### config.mk
export PLATFORM = sky130hd
export DESIGN_NAME = aes_128_in_sched_flat
export DESIGN_NICKNAME = d
export VERILOG_FILES = /design/src/rtl/aes_128_pkg.sv /design/src/rtl/aes_128_in_sched_if.sv /design/src/rtl/aes_128_block_fifo.sv /design/src/rtl/aes_128_in_sched.sv /design/src/flat_wrapper.sv
export SDC_FILE = /design/constraint.sdc
export NUM_CORES = 1
export LEC_CHECK = 0
export ABC_AREA = 1
export CORE_ASPECT_RATIO = 0.7
export CORE_MARGIN = 8
export CORE_UTILIZATION = 25
export DETAILED_ROUTE_END_ITERATION = 8
export RECOVER_POWER = 25
export SKIP_CTS_REPAIR_TIMING = 1
export SLEW_MARGIN = 20
export SYNTH_ARGS = -nofsm -noshare
export SYNTH_HDL_FRONTEND = slang
export SYNTH_SLANG_ARGS = --single-unit
### constraint.sdc
create_clock -name clk -period 12.1 [get_ports clk]
set_clock_uncertainty 0.05 [all_clocks]
set_input_delay 3.63 -clock clk [delete_from_list [all_inputs] [get_ports clk]]
set_output_delay 3.63 -clock clk [all_outputs]
set_load 0.03 [all_outputs]
### src/rtl/aes_128_pkg.sv
// Shared types for the AES-128 input scheduler: block type and scheduler FSM states.
package aes_128_pkg;

  localparam int AES_BLOCK_W = 128;

  typedef logic [AES_BLOCK_W-1:0] aes_block_t;

  typedef enum logic [1:0] {
    S_IDLE,
    S_WAIT_BUSY,
    S_WAIT_DONE
  } sched_state_t;

endpackage

### src/rtl/aes_128_in_sched_if.sv
// Valid/ready plaintext stream feeding the AES-128 input scheduler.
interface aes_128_in_sched_if;
  aes_128_pkg::aes_block_t s_data;
  logic                    s_valid;
  logic                    s_ready;

  modport master (output s_data, output s_valid, input  s_ready);
  modport slave  (input  s_data, input  s_valid, output s_ready);
endinterface

### src/rtl/aes_128_block_fifo.sv
// Block FIFO with synchronous kill; the registered read port is the issue register
// that drives the core, so it holds the last popped block between pops.
module aes_128_block_fifo
  import aes_128_pkg::*;
#(
  parameter int DEPTH = 4
) (
  input  logic                     clk,
  input  logic                     kill,
  input  logic                     push_i,
  input  aes_block_t               wr_data_i,
  input  logic                     pop_i,
  output aes_block_t               rd_data_o,
  output logic [$clog2(DEPTH):0]   level_o,
  output logic                     full_o,
  output logic                     empty_o
);

  localparam int AW = $clog2(DEPTH);
  localparam int LW = AW + 1;

  aes_block_t        mem_q [DEPTH];
  aes_block_t        rd_data_q;
  logic [AW-1:0]     wr_ptr_q, rd_ptr_q;
  logic [LW-1:0]     level_q;
  logic              do_push, do_pop;

  assign full_o  = (level_q == LW'(DEPTH));
  assign empty_o = (level_q == '0);
  assign do_push = push_i && !full_o;
  assign do_pop  = pop_i && !empty_o;

  // Storage carries no reset: contents are unreachable once the pointers clear.
  always_ff @(posedge clk) begin
    if (do_push && !kill) mem_q[wr_ptr_q] <= wr_data_i;
  end

  always_ff @(posedge clk) begin
    if (kill) begin
      wr_ptr_q  <= '0;
      rd_ptr_q  <= '0;
      level_q   <= '0;
      rd_data_q <= '0;
    end else begin
      if (do_push) wr_ptr_q <= wr_ptr_q + 1'b1;
      if (do_pop) begin
        rd_ptr_q  <= rd_ptr_q + 1'b1;
        rd_data_q <= mem_q[rd_ptr_q];
      end
      level_q <= level_q + LW'(do_push) - LW'(do_pop);
    end
  end

  assign rd_data_o = rd_data_q;
  assign level_o   = level_q;

endmodule

### src/rtl/aes_128_in_sched.sv
// AES-128 input scheduler: queues plaintext and issues one block at a time to an idle core.
// Optional issue/loss statistics counters under AES_IN_SCHED_STATS_EN.
module aes_128_in_sched
  import aes_128_pkg::*;
#(
  parameter int DEPTH        = 4,
  parameter int BUSY_TIMEOUT = 8
) (
  input  logic                   clk,
  input  logic                   kill,
  aes_128_in_sched_if.slave      s,
  input  logic                   core_idle,
  output aes_block_t             core_in_data,
  output logic                   core_in_en,
  output logic [$clog2(DEPTH):0] level,
  output logic                   empty,
  output logic                   full,
  output logic                   lost_irq_pulse
`ifdef AES_IN_SCHED_STATS_EN
  ,
  output logic [31:0]            issued_cnt,
  output logic [15:0]            lost_cnt
`endif
);

  localparam logic [7:0] TMO_LAST = 8'(BUSY_TIMEOUT - 1);

  sched_state_t state_q;
  logic [7:0]   tmo_q;
  logic         en_q, lost_q;
  logic         issue, tmo_hit;

  assign issue   = (state_q == S_IDLE) && !empty && core_idle;
  assign tmo_hit = (state_q == S_WAIT_BUSY) && core_idle && (tmo_q == TMO_LAST);

  aes_128_block_fifo #(.DEPTH(DEPTH)) u_fifo (
    .clk       (clk),
    .kill      (kill),
    .push_i    (s.s_valid),
    .wr_data_i (s.s_data),
    .pop_i     (issue),
    .rd_data_o (core_in_data),
    .level_o   (level),
    .full_o    (full),
    .empty_o   (empty)
  );

  assign s.s_ready = !full;

  always_ff @(posedge clk) begin
    if (kill) begin
      state_q <= S_IDLE;
      tmo_q   <= '0;
      en_q    <= 1'b0;
      lost_q  <= 1'b0;
    end else begin
      en_q   <= 1'b0;
      lost_q <= 1'b0;
      unique case (state_q)
        S_IDLE: begin
          if (issue) begin
            en_q    <= 1'b1;
            tmo_q   <= '0;
            state_q <= S_WAIT_BUSY;
          end
        end
        S_WAIT_BUSY: begin
          // The core must acknowledge by dropping idle; otherwise the block is abandoned.
          if (!core_idle) begin
            tmo_q   <= '0;
            state_q <= S_WAIT_DONE;
          end else if (tmo_hit) begin
            lost_q  <= 1'b1;
            tmo_q   <= '0;
            state_q <= S_IDLE;
          end else begin
            tmo_q <= tmo_q + 8'd1;
          end
        end
        S_WAIT_DONE: begin
          if (core_idle) state_q <= S_IDLE;
        end
        default: state_q <= S_IDLE;
      endcase
    end
  end

  assign core_in_en     = en_q;
  assign lost_irq_pulse = lost_q;

`ifdef AES_IN_SCHED_STATS_EN
  logic [31:0] issued_q;
  logic [15:0] lostc_q;

  // Counted on the decision edge so the counters move with the strobe itself.
  always_ff @(posedge clk) begin
    if (kill) begin
      issued_q <= '0;
      lostc_q  <= '0;
    end else begin
      if (issue && (issued_q != '1)) issued_q <= issued_q + 32'd1;
      if (tmo_hit && (lostc_q != '1)) lostc_q <= lostc_q + 16'd1;
    end
  end

  assign issued_cnt = issued_q;
  assign lost_cnt   = lostc_q;
`endif

endmodule
### src/flat_wrapper.sv
// flat-port wrapper written by rule: the top's interface ports become plain ports
module aes_128_in_sched_flat import aes_128_pkg::*;
#(
  parameter int DEPTH        = 4,
  parameter int BUSY_TIMEOUT = 8
)
  (clk, kill, core_idle, core_in_data, core_in_en, level, empty, full, lost_irq_pulse, s_s_data, s_s_valid, s_s_ready);
  aes_128_in_sched_if s_i ();
  input  logic clk;
  input  logic kill;
  input  logic core_idle;
  output aes_block_t core_in_data;
  output logic core_in_en;
  output logic [$clog2(DEPTH):0] level;
  output logic empty;
  output logic full;
  output logic lost_irq_pulse;
  input wire logic [$bits(s_i.s_data)-1:0] s_s_data;
  input wire logic [$bits(s_i.s_valid)-1:0] s_s_valid;
  output wire logic [$bits(s_i.s_ready)-1:0] s_s_ready;
  assign s_i.s_data = s_s_data;
  assign s_i.s_valid = s_s_valid;
  assign s_s_ready = s_i.s_ready;
  aes_128_in_sched #(.DEPTH(DEPTH), .BUSY_TIMEOUT(BUSY_TIMEOUT)) u_core (.clk(clk), .kill(kill), .s(s_i), .core_idle(core_idle), .core_in_data(core_in_data), .core_in_en(core_in_en), .level(level), .empty(empty), .full(full), .lost_irq_pulse(lost_irq_pulse));
endmodule
==> summary.md, run 1 <==
| Metric | Value |
|---|---|
| Initial DRC count | `1,077` |
| Hold worst-path end | `u_core.tmo_q[7]` |
| F_max | `143 MHz` |
| Synth Register Bits | `659` |
| Final #Nets | `2,430` |
| Vias in the first global route | `15,200` |
| Post-detail-place hpwl | `34,800 um` |
| Hold Crit Start | `u_core.tmo_q[7]` |
| CP startpoint kind | `input pin` |
| CP Cell Sequence | `clkdlybuf4s50_1 > inv_4 > nand3_1 > nor2_4 > buf_4 > buf_4` |
| HP Class | `flop to flop` |
| Netlist Area Pre-Place | `24,700 sq um` |
| Fin crit period | `6.97 ns` |
| Pwr dens | `218 nW/um^2` |
| Ys Warns | `0` |
| RR Endpoint | `u_core.u_fifo.rd_data_o[103]` |
| Overflow left after global routing | `0` |
| Internal reg-to-reg setup slack | `8.91 ns` |
| Most frequent cells in the layout | `nor2_1 (656), edfxtp_1 (512), o21ai_0 (306), o21ai_1 (213), clkdlybuf4s50_1 (184)` |
| Die H | `279 um` |
| Tcrit/Tclk final | `0.576` |
| Vias | `15,500` |
| Largest net degree at the start of global routing | `199` |
| Io pins | `268` |
| Reg area | `18,300 sq um` |
| Total clock sinks | `659` |
| Syn avg cell area | `12.0 sq um` |
| Synth cell types | `27` |
| Leak Pwr | `10.2 nW` |
| Setup-failing EPs final | `0` |
| Cell repeated most along the worst path | `buf_4` |
| Initial Util | `0.252` |
| Commonest non-fill, non-tap cell in the layout | `nor2_1` |
| Outcome | `finished, final reports clean` |
| CTS H-tree lvls | `3` |
| RePlAce Congestion | `0.732` |
| Slowest-stage cell, CP | `buf_4` |
| Share of layout cells above drive strength 1 | `0.0558` |
| Initial antenna violation count | `24` |
| Fin area | `30,600 sq um` |
| Clk Latency, worst-skew pair | `0.62 ns` |
| Worst VDD drop | `0.108 mV` |
| Synth Instances | `2,061` |
| Mapped Nets | `2,201` |
| Post-DR wirelength/cell | `16.9 um` |
| RSZ-0062 raised after global routing | `no` |
| Post-route setup TNS | `0 ns` |
| CP Class | `input pin to flop` |
| FP Rows | `96` |
| Area post-placement | `28,400 sq um` |
| CTS root buffer | `clkbuf_16` |
| Slew headroom | `0.300` |
| Max Cap Viol | `0` |
| CORE AREA | `97,900 sq um` |
| Peak fanout along the critical path | `83` |
| Sequential area share after synthesis | `0.743` |
| CTS Buf Count | `70` |
| CTS tree | `built` |
| Routed Antenna Nets | `0` |
| Maximum clock path buffer count | `3` |
| Pins Over Slew Limit | `0` |
| Worst R2R Path Depth | `6` |
| Worst hold path cell count | `2` |
| Multi-input logic area | `5500 sq um` |
| Area Growth Syn to Fin | `24.2%` |
| Final hold vios | `0` |
| Die area | `109,000 sq um` |
| FF-to-FF Start | `u_core.u_fifo.rd_ptr_q[0]` |
| Fillers | `9,826` |
| DRT Pass-1 Iters | `5` |
| First-pass GRT wire length | `93,800 um` |
| Reg clk slew, reported paths | `0.06 ns` |
| DIE WIDTH | `391 um` |
| Input/output buffers | `267` |
| Critical Path RT | `12.29 ns` |
| # DRC | `0` |
| Arr. time, crit path | `7.16 ns` |
| Worst Setup End Kind | `flop` |
| Slowest stage delay, CP | `0.78 ns` |
| GRT Overall Usage | `0.111` |
| WL final | `62,000 um` |
| Via density | `4.23` |
| Worst slew pin tran | `1.05 ns` |
metal layers:
layer  GRT usage  vias up  routed length [um]
met3      0.0309      113                3830
li1            -     7681                   -
met4      0.0335       12                1490
met1       0.149     7404               28700
met2       0.174      325               27900
met5           0        -                  75
worst max-delay path: cells and delay by family:
family / cells / cell delay (ns)
buffers and inverters: 4 / 2.71
AND/OR/NAND/NOR: 2 / 0.68
state kept, by name, indices dropped and copies added, names as in the netlist:
name,cells
u_core.u_fifo.mem_q,512
u_core.u_fifo.rd_data_o,128
u_core.tmo_q,8
u_core.u_fifo.level_o,3
u_core.state_q,2
u_core.u_fifo.rd_ptr_q,2
u_core.u_fifo.wr_ptr_q,2
u_core.core_in_en,1
u_core.lost_irq_pulse,1
through the flow:
step	hold slack, ns	instances	power [mW]	util	worst slack [ns]
floorplan	0.402	2061	4.06	-	1.99
global placement	0.418	3541	4.70	0.290	4.45
detailed placement	0.438	3541	4.71	0.290	4.37
CTS	0.446	3669	6.81	0.313	5.06
global route	0.457	3669	7.05	0.313	4.85
finish	0.442	3675	6.69	0.313	5.13
how the worst max path moves through the flow:
stage	from	endpoint	slack, ns	depth (start not counted)
floorplan	kill	u_core.u_fifo.mem_q[0][0]	1.99	4
global placement	kill	u_core.u_fifo.mem_q[0][40]	4.45	6
detailed placement	kill	u_core.u_fifo.mem_q[0][40]	4.37	6
CTS	kill	u_core.u_fifo.mem_q[0][93]	5.06	6
global route	kill	u_core.u_fifo.mem_q[0][57]	4.85	6
finish	kill	u_core.u_fifo.mem_q[0][58]	5.13	6
power breakdown:
group	switching (mW)	internal (mW)	total, mW
clock	0.884	1.18	2.06
sequential	0.133	2.72	2.86
combinational	1.18	0.588	1.77
cell usage after synthesis (all sizes together):
library cell / number / area (sq um)
nor2: 660 / 2480
clkbuf: 48 / 181
nand2: 29 / 114
buf: 80 / 591
edfxtp: 512 / 15400
fa: 1 / 20.0
nand3: 10 / 62.6
ha: 7 / 87.6
o21ai: 519 / 2600
or2: 2 / 12.5
nor4: 1 / 6.26
xnor2: 1 / 8.76
inv: 28 / 110
nand4: 3 / 18.8
dfxtp: 147 / 2940
a21oi: 13 / 65.1
kinds of logic (layout without fill, tap and decap cells):
logic type               count (synthesis)  count (layout)  synth area share
other                                    0               6                 0
XOR/XNOR                                 1               1          0.000355
flip-flops                             659             659             0.743
AO/OA/AOI/OAI                          532             532             0.108
adder cells (fa/ha/maj)                  8               8           0.00436
buffers and inverters                  156             441            0.0358
AND/OR/NAND/NOR                        705             705             0.109
area by class of cell:
class / count / area share
Clock buffer: 105 / 0.0654
Inverter: 28 / 0.00425
Multi-Input combinational cell: 1246 / 0.179
Clock inverter: 23 / 0.00621
Antenna cell: 6 / 0.000490
Timing Repair Buffer: 285 / 0.0924
Tap cell: 1323 / 0.0540
Sequential cell: 659 / 0.598
Note: power is estimated with default switching activity, not from simulation.
==> run 2: changes to the inputs <==
- clock period: 12.1 -> 6.6 ns (I/O delays scaled with it)
==> run 2 against run 1 <==
  * Combinational power is 81% higher
  * Register-to-register slack lost 5.8 ns
  * Total power rose by 84%
  * Critical endpoint is now u_core.u_fifo.mem_q[0][60]
  * Largest cell class unchanged
  * Final cell count hardly changed
  * Sequential share of layout area fell by 0.16 points
  * Cell area increased by 0.27%
  * Critical path type unchanged
  * Via count up 0.50%
  * Highest routed layer unchanged
==> summary.md, run 2 (synthesis gave the netlist of run 1 again) <==
| Metric | Value |
|---|---|
| Io pins | `268 (unchanged)` |
| Reg clk slew, reported paths | `0.06 ns (about the same)` |
| DIE WIDTH | `391 um (unchanged)` |
| RePlAce Congestion | `0.730 (was 0.732)` |
| Largest register FFs | `512 (unchanged)` |
| Routed Antenna Nets | `0 (unchanged)` |
| Largest net degree at the start of global routing | `199 (unchanged)` |
| CTS H-tree lvls | `3 (unchanged)` |
| # DRC | `0 (unchanged)` |
| CTS tree | `built (unchanged)` |
| Worst VDD drop | `0.257 mV (was 0.108 mV)` |
| Worst slew pin tran | `1.19 ns (was 1.05 ns)` |
| Input/output buffers | `267 (unchanged)` |
| WL final | `62,100 um (was 62,000 um)` |
| Slowest-stage cell, CP | `clkdlybuf4s50_1 (was buf_4)` |
| Worst Setup End Kind | `flop (unchanged)` |
| CP Class | `input pin to flop (unchanged)` |
| CP Buf/Inv Count | `3 (was 4)` |
| CP Cell Sequence | `clkdlybuf4s50_1 > inv_4 > nand3_1 > nor2_4 > buf_12 (was clkdlybuf4s50_1 > inv_4 > nand3_1 > nor2_4 > buf_4 > buf_4)` |
| RSZ-0062 raised after global routing | `no (unchanged)` |
| Total clock sinks | `659 (unchanged)` |
| Most frequent cells in the layout | `nor2_1 (656), edfxtp_1 (512), o21ai_0 (306), o21ai_1 (213), clkdlybuf4s50_1 (183) (was nor2_1 (656), edfxtp_1 (512), o21ai_0 (306), o21ai_1 (213), clkdlybuf4s50_1 (184))` |
| Outcome | `finished, final reports clean (unchanged)` |
| Fillers | `9,863 (was 9,826)` |
| Initial Util | `0.252 (unchanged)` |
| Die H | `279 um (unchanged)` |
| Area Growth Syn to Fin | `24.6% (was 24.2%)` |
| Final Core Density | `0.314 (was 0.313)` |
| Hold WS | `0.429 ns (was 0.442 ns)` |
| Die area | `109,000 sq um (unchanged)` |
| Crit path max-delay family | `buffers and inverters (unchanged)` |
| F_max | `234 MHz` |
| Fin crit period | `4.28 ns` |
| FP Rows | `96 (unchanged)` |
| Final #Nets | `2,428 (was 2,430)` |
| Final hold vios | `0 (unchanged)` |
| CORE AREA | `97,900 sq um (unchanged)` |
| Arr. time, crit path | `4.47 ns (was 7.16 ns)` |
| Share of layout cells above drive strength 1 | `0.0584 (was 0.0558)` |
| Critical Path RT | `6.79 ns (was 12.29 ns)` |
| Max Cap Viol | `0 (unchanged)` |
| Post-detail-place hpwl | `34,900 um (was 34,800 um)` |
| Clk Latency, worst-skew pair | `0.62 ns (about the same)` |
| GRT Overall Usage | `0.111 (about the same)` |
| Initial antenna violation count | `20 (was 24)` |
| Via density | `4.25 (was 4.23)` |
| Pwr dens | `401 nW/um^2 (was 218 nW/um^2)` |
| CTS Buf Count | `69 (was 70)` |
| CP startpoint kind | `input pin (unchanged)` |
| DRT Pass-1 Iters | `5 (unchanged)` |
| Setup-failing EPs final | `0 (unchanged)` |
| First-pass GRT wire length | `93,900 um (was 93,800 um)` |
| Tcrit/Tclk final | `0.648` |
| Post-DR wirelength/cell | `16.9 um (about the same)` |
| Peak fanout along the critical path | `100 (was 83)` |
| Vias in the first global route | `15,100 (was 15,200)` |
| Top reg by flops | `u_core.u_fifo.mem_q (unchanged)` |
| Initial DRC count | `1,101 (was 1,077)` |
| Maximum clock path buffer count | `3 (unchanged)` |
| Slowest stage delay, CP | `0.66 ns (was 0.78 ns)` |
| Commonest non-fill, non-tap cell in the layout | `nor2_1 (unchanged)` |
| Pins Over Slew Limit | `0 (unchanged)` |
| Slew headroom | `0.207 (was 0.300)` |
| Vias | `15,600 (was 15,500)` |
| HP Class | `flop to flop (unchanged)` |
| Overflow left after global routing | `0 (unchanged)` |
| Leak Pwr | `10.2 nW (about the same)` |
| Final Power | `12.3 mW (was 6.69 mW)` |
| CTS root buffer | `clkbuf_16 (unchanged)` |
## run 2: path summary, 6_finish.rpt
kind / startpoint / end / slack, ns / cells after the start
worst max-delay path: kill / u_core.u_fifo.mem_q[0][60] / 2.32 / 5
worst min-delay path: u_core.tmo_q[7] / u_core.tmo_q[7] / 0.43 / 2
worst max register to register: u_core.u_fifo.rd_ptr_q[0] / u_core.u_fifo.rd_data_o[76] / 3.12 / 6
worst min register to register: u_core.tmo_q[7] / u_core.tmo_q[7] / 0.43 / 2
## run 2: layout make-up
type                       instances  area (sq um)  share of cell area
sequential                       659         18300               0.596
multi-input combinational       1246          5500               0.179
timing repair buffer             284          2880              0.0936
clock buffer                      98          1990              0.0648
tap                             1323          1660              0.0539
clock inverter                    30           240             0.00782
inverter                          28           130             0.00423
antenna                            8          20.0            0.000651
## run 2: metal layers
| metal | track usage | vias up | routed length (um) |
|---|---|---|---|
| li1 | - | 7682 | - |
| met4 | 0.0297 | 8 | 1360 |
| met3 | 0.0338 | 99 | 4080 |
| met5 | 0 | - | 57 |
| met2 | 0.173 | 356 | 28000 |
| met1 | 0.149 | 7468 | 28600 |
## run 2: where the power goes
part           switching (mW)  internal, mW  total (mW)
clock network            1.64          2.21        3.85
logic                    2.12          1.09        3.21
registers               0.264          4.99        5.26
total                    4.03          8.28        12.3
## run 2: per-stage QoR
step / worst slack (ns) / TNS (ns) / instances / cell area (sq um)
finish: 2.32 / 0 / 3676 / 30700
global route: 2.03 / 0 / 3669 / 30700
CTS: 2.24 / 0 / 3668 / 30700
detailed placement: 1.56 / 0 / 3540 / 28500
global placement: 1.64 / 0 / 3540 / 28500
floorplan: -1.86 / -952.53 / 2061 / 24700
## run 2: worst register-to-register path, delay by kind of cell (launching register included)
kind	cells	cell delay, ns
compound gates	2	0.50
buf+inv	2	1.66
flops	1	0.97
simple gates	2	0.19
==> run 3: changes to the inputs <==
- clock period: 6.6 -> 3.95 ns (I/O delays scaled with it)
==> run 3 against run 2 <==
  * Non-clock buffer count is 8 higher
  * Utilization is 0.083 points higher
  * Cell area is 0.26% higher
  * Critical path depth is 1 lower
  * Combinational power is 69% higher
  * First-iteration DRC count is 23% lower
  * Sequential power is 67% higher
  * Via count is 0.31% lower
  * Routed wire length is 3.3% lower
  * Flip-flop and latch count stayed put
  * Global-route usage is 0.37 points lower
  * Critical path type is now flop to output port
  * Largest cell class unchanged
  * Largest power group unchanged
  * Highest routed layer unchanged
==> summary.md, run 3 (synthesis gave the netlist of run 1 again) <==
| Metric | Value |
|---|---|
| RSZ-0062 raised after global routing | `no (unchanged)` |
| Post-DR wirelength/cell | `16.3 um (was 16.9 um)` |
| RR Endpoint | `u_core.u_fifo.level_o[2] (was u_core.u_fifo.rd_data_o[76])` |
| Die area | `109,000 sq um (unchanged)` |
| CP Cell Sequence | `nor2_1 > nand2_1 > inv_1 > clkdlybuf4s50_1 (was clkdlybuf4s50_1 > inv_4 > nand3_1 > nor2_4 > buf_12)` |
| Reg area | `18,300 sq um (unchanged)` |
| CP startpoint kind | `flop (was input pin)` |
| DRT Pass-1 Iters | `5 (unchanged)` |
| Largest register FFs | `512 (unchanged)` |
| Most frequent cells in the layout | `nor2_1 (656), edfxtp_1 (512), o21ai_0 (306), o21ai_1 (213), clkdlybuf4s50_1 (181) (was nor2_1 (656), edfxtp_1 (512), o21ai_0 (306), o21ai_1 (213), clkdlybuf4s50_1 (183))` |
| Worst hold path cell count | `2 (unchanged)` |
| GRT Overall Usage | `0.107 (was 0.111)` |
| CTS H-tree lvls | `3 (unchanged)` |
| Setup-failing EPs final | `0 (unchanged)` |
| Die H | `279 um (unchanged)` |
| Outcome | `finished, final reports clean (unchanged)` |
| Worst slew pin tran | `0.815 ns (was 1.19 ns)` |
| Fin crit period | `3.31 ns` |
| Hold worst-path end | `u_core.tmo_q[1] (was u_core.tmo_q[7])` |
| Post-detail-place hpwl | `33,400 um (was 34,900 um)` |
| Io pins | `268 (unchanged)` |
| DIE WIDTH | `391 um (unchanged)` |
| Worst Setup End Kind | `output port (was flop)` |
| CTS root buffer | `clkbuf_16 (unchanged)` |
| Total clock sinks | `659 (unchanged)` |
| Worst VDD drop | `0.425 mV (was 0.257 mV)` |
| Slowest stage delay, CP | `0.66 ns (about the same)` |
| Post-Layout Cell Count | `3,681 (was 3,676)` |
| Leak Pwr | `10.3 nW (was 10.2 nW)` |
| Multi-input logic area | `5510 sq um (was 5500 sq um)` |
| Share of layout cells above drive strength 1 | `0.0582 (was 0.0584)` |
| CP Class | `flop to output port (was input pin to flop)` |
| Critical Path RT | `2.71 ns (was 6.79 ns)` |
| Tcrit/Tclk final | `0.838` |
| Arr. time, crit path | `2.08 ns (was 4.47 ns)` |
| First-pass GRT wire length | `92,100 um (was 93,900 um)` |
| Via density | `4.23 (was 4.25)` |
| Area Growth Syn to Fin | `24.9% (was 24.6%)` |
| Slew headroom | `0.457 (was 0.207)` |
| Vias in the first global route | `15,600 (was 15,100)` |
| Top reg by flops | `u_core.u_fifo.mem_q (unchanged)` |
| Dpl cells | `3,548 (was 3,540)` |
| Vias | `15,600 (about the same)` |
| Reg clk slew, reported paths | `0.06 ns (about the same)` |
| # DRC | `0 (unchanged)` |
| Clk Latency, worst-skew pair | `0.62 ns (about the same)` |
| Final hold vios | `0 (unchanged)` |
| FF-to-FF Start | `u_core.u_fifo.level_o[1] (was u_core.u_fifo.rd_ptr_q[0])` |
| Overflow left after global routing | `0 (unchanged)` |
| Largest net degree at the start of global routing | `135 (was 199)` |
| Commonest non-fill, non-tap cell in the layout | `nor2_1 (unchanged)` |
| Internal reg-to-reg setup slack | `1.68 ns (was 3.12 ns)` |
| RePlAce Congestion | `0.712 (was 0.730)` |
| Input/output buffers | `267 (unchanged)` |
| Worst R2R Path Depth | `11 (was 6)` |
| Initial antenna violation count | `10 (was 20)` |
| Initial DRC count | `851 (was 1,101)` |
| HP Class | `flop to flop (unchanged)` |
| Final Core Density | `0.315 (was 0.314)` |
| CTS tree | `built (unchanged)` |
| Slowest-stage cell, CP | `clkdlybuf4s50_1 (unchanged)` |
| CP Buf/Inv Count | `2 (was 3)` |
| FP Rows | `96 (unchanged)` |
| Initial Util | `0.252 (unchanged)` |
| Pins Over Slew Limit | `0 (unchanged)` |
| Fillers | `9,819 (was 9,863)` |
| Post-route setup TNS | `0 ns (unchanged)` |
| CTS Buf Count | `70 (was 69)` |
| F_max | `302 MHz` |
| WL final | `60,000 um (was 62,100 um)` |
| Hold Crit Start | `u_core.tmo_q[1] (was u_core.tmo_q[7])` |
| Final #Nets | `2,437 (was 2,428)` |
| Routed Antenna Nets | `0 (unchanged)` |
| Maximum clock path buffer count | `3 (unchanged)` |
| Pwr dens | `662 nW/um^2 (was 401 nW/um^2)` |
| Peak fanout along the critical path | `4 (was 100)` |
| CP Depth | `4 (was 5)` |
| Crit path max-delay family | `buffers and inverters (unchanged)` |
| Max Cap Viol | `0 (unchanged)` |
| CORE AREA | `97,900 sq um (unchanged)` |
run 3: final cells by class:
class                   count  share of cell area
well taps                1323              0.0537
clock inverters            31             0.00662
flip-flops and latches    659               0.595
multi-input cells        1246               0.179
inverters                  28             0.00410
repair buffers            292              0.0985
clock buffers              98              0.0633
diodes                      4            0.000325
run 3: how the worst max path moves through the flow:
stage                                        start                   endpoint
final                     u_core.u_fifo.level_o[1]                       full
after global routing      u_core.u_fifo.level_o[1]                       full
after CTS                 u_core.u_fifo.level_o[1]                       full
after detailed placement                 core_idle   u_core.u_fifo.level_o[2]
after global placement                   core_idle   u_core.u_fifo.level_o[2]
after floorplan                               kill  u_core.u_fifo.mem_q[0][0]
run 3: metal layers:
metal / GRT usage / part of all wire / routed length [um] / vias up
met2: 0.179 / 0.47 / 28500 / 298
met4: 0.0270 / 0.017 / 1050 / 6
met3: 0.0299 / 0.051 / 3050 / 83
met5: 0 / 0.00062 / 37 / -
met1: 0.137 / 0.46 / 27400 / 7484
li1: - / - / - / 7693
run 3: stage by stage:
stage / cell area [sq um] / setup WS (ns) / power [mW] / hold slack [ns]
detailed placement: 28700 / 0.625 / 14.5 / 0.430
floorplan: 24700 / -0.0200 / 12.4 / 0.402
global route: 30800 / 0.491 / 21.5 / 0.466
global placement: 28700 / 0.659 / 14.4 / 0.421
finish: 30800 / 0.638 / 20.4 / 0.434
CTS: 30800 / 0.531 / 20.8 / 0.438
run 3: worst reg2reg max path, delay by kind of cell, from the launching register on:
kind / cells / cell delay [ns]
adders and majority gates: 3 / 0.84
DFF: 1 / 0.44
and+or+nand+nor: 3 / 0.43
AOI/OAI and AO/OA: 2 / 0.26
buffers and inverters: 3 / 0.19
run 3: power breakdown:
part           internal, mW  total [mW]  switching [mW]
sequential             8.34        8.76           0.416
clock                  3.53        6.21            2.67
combinational          1.87        5.44            3.57
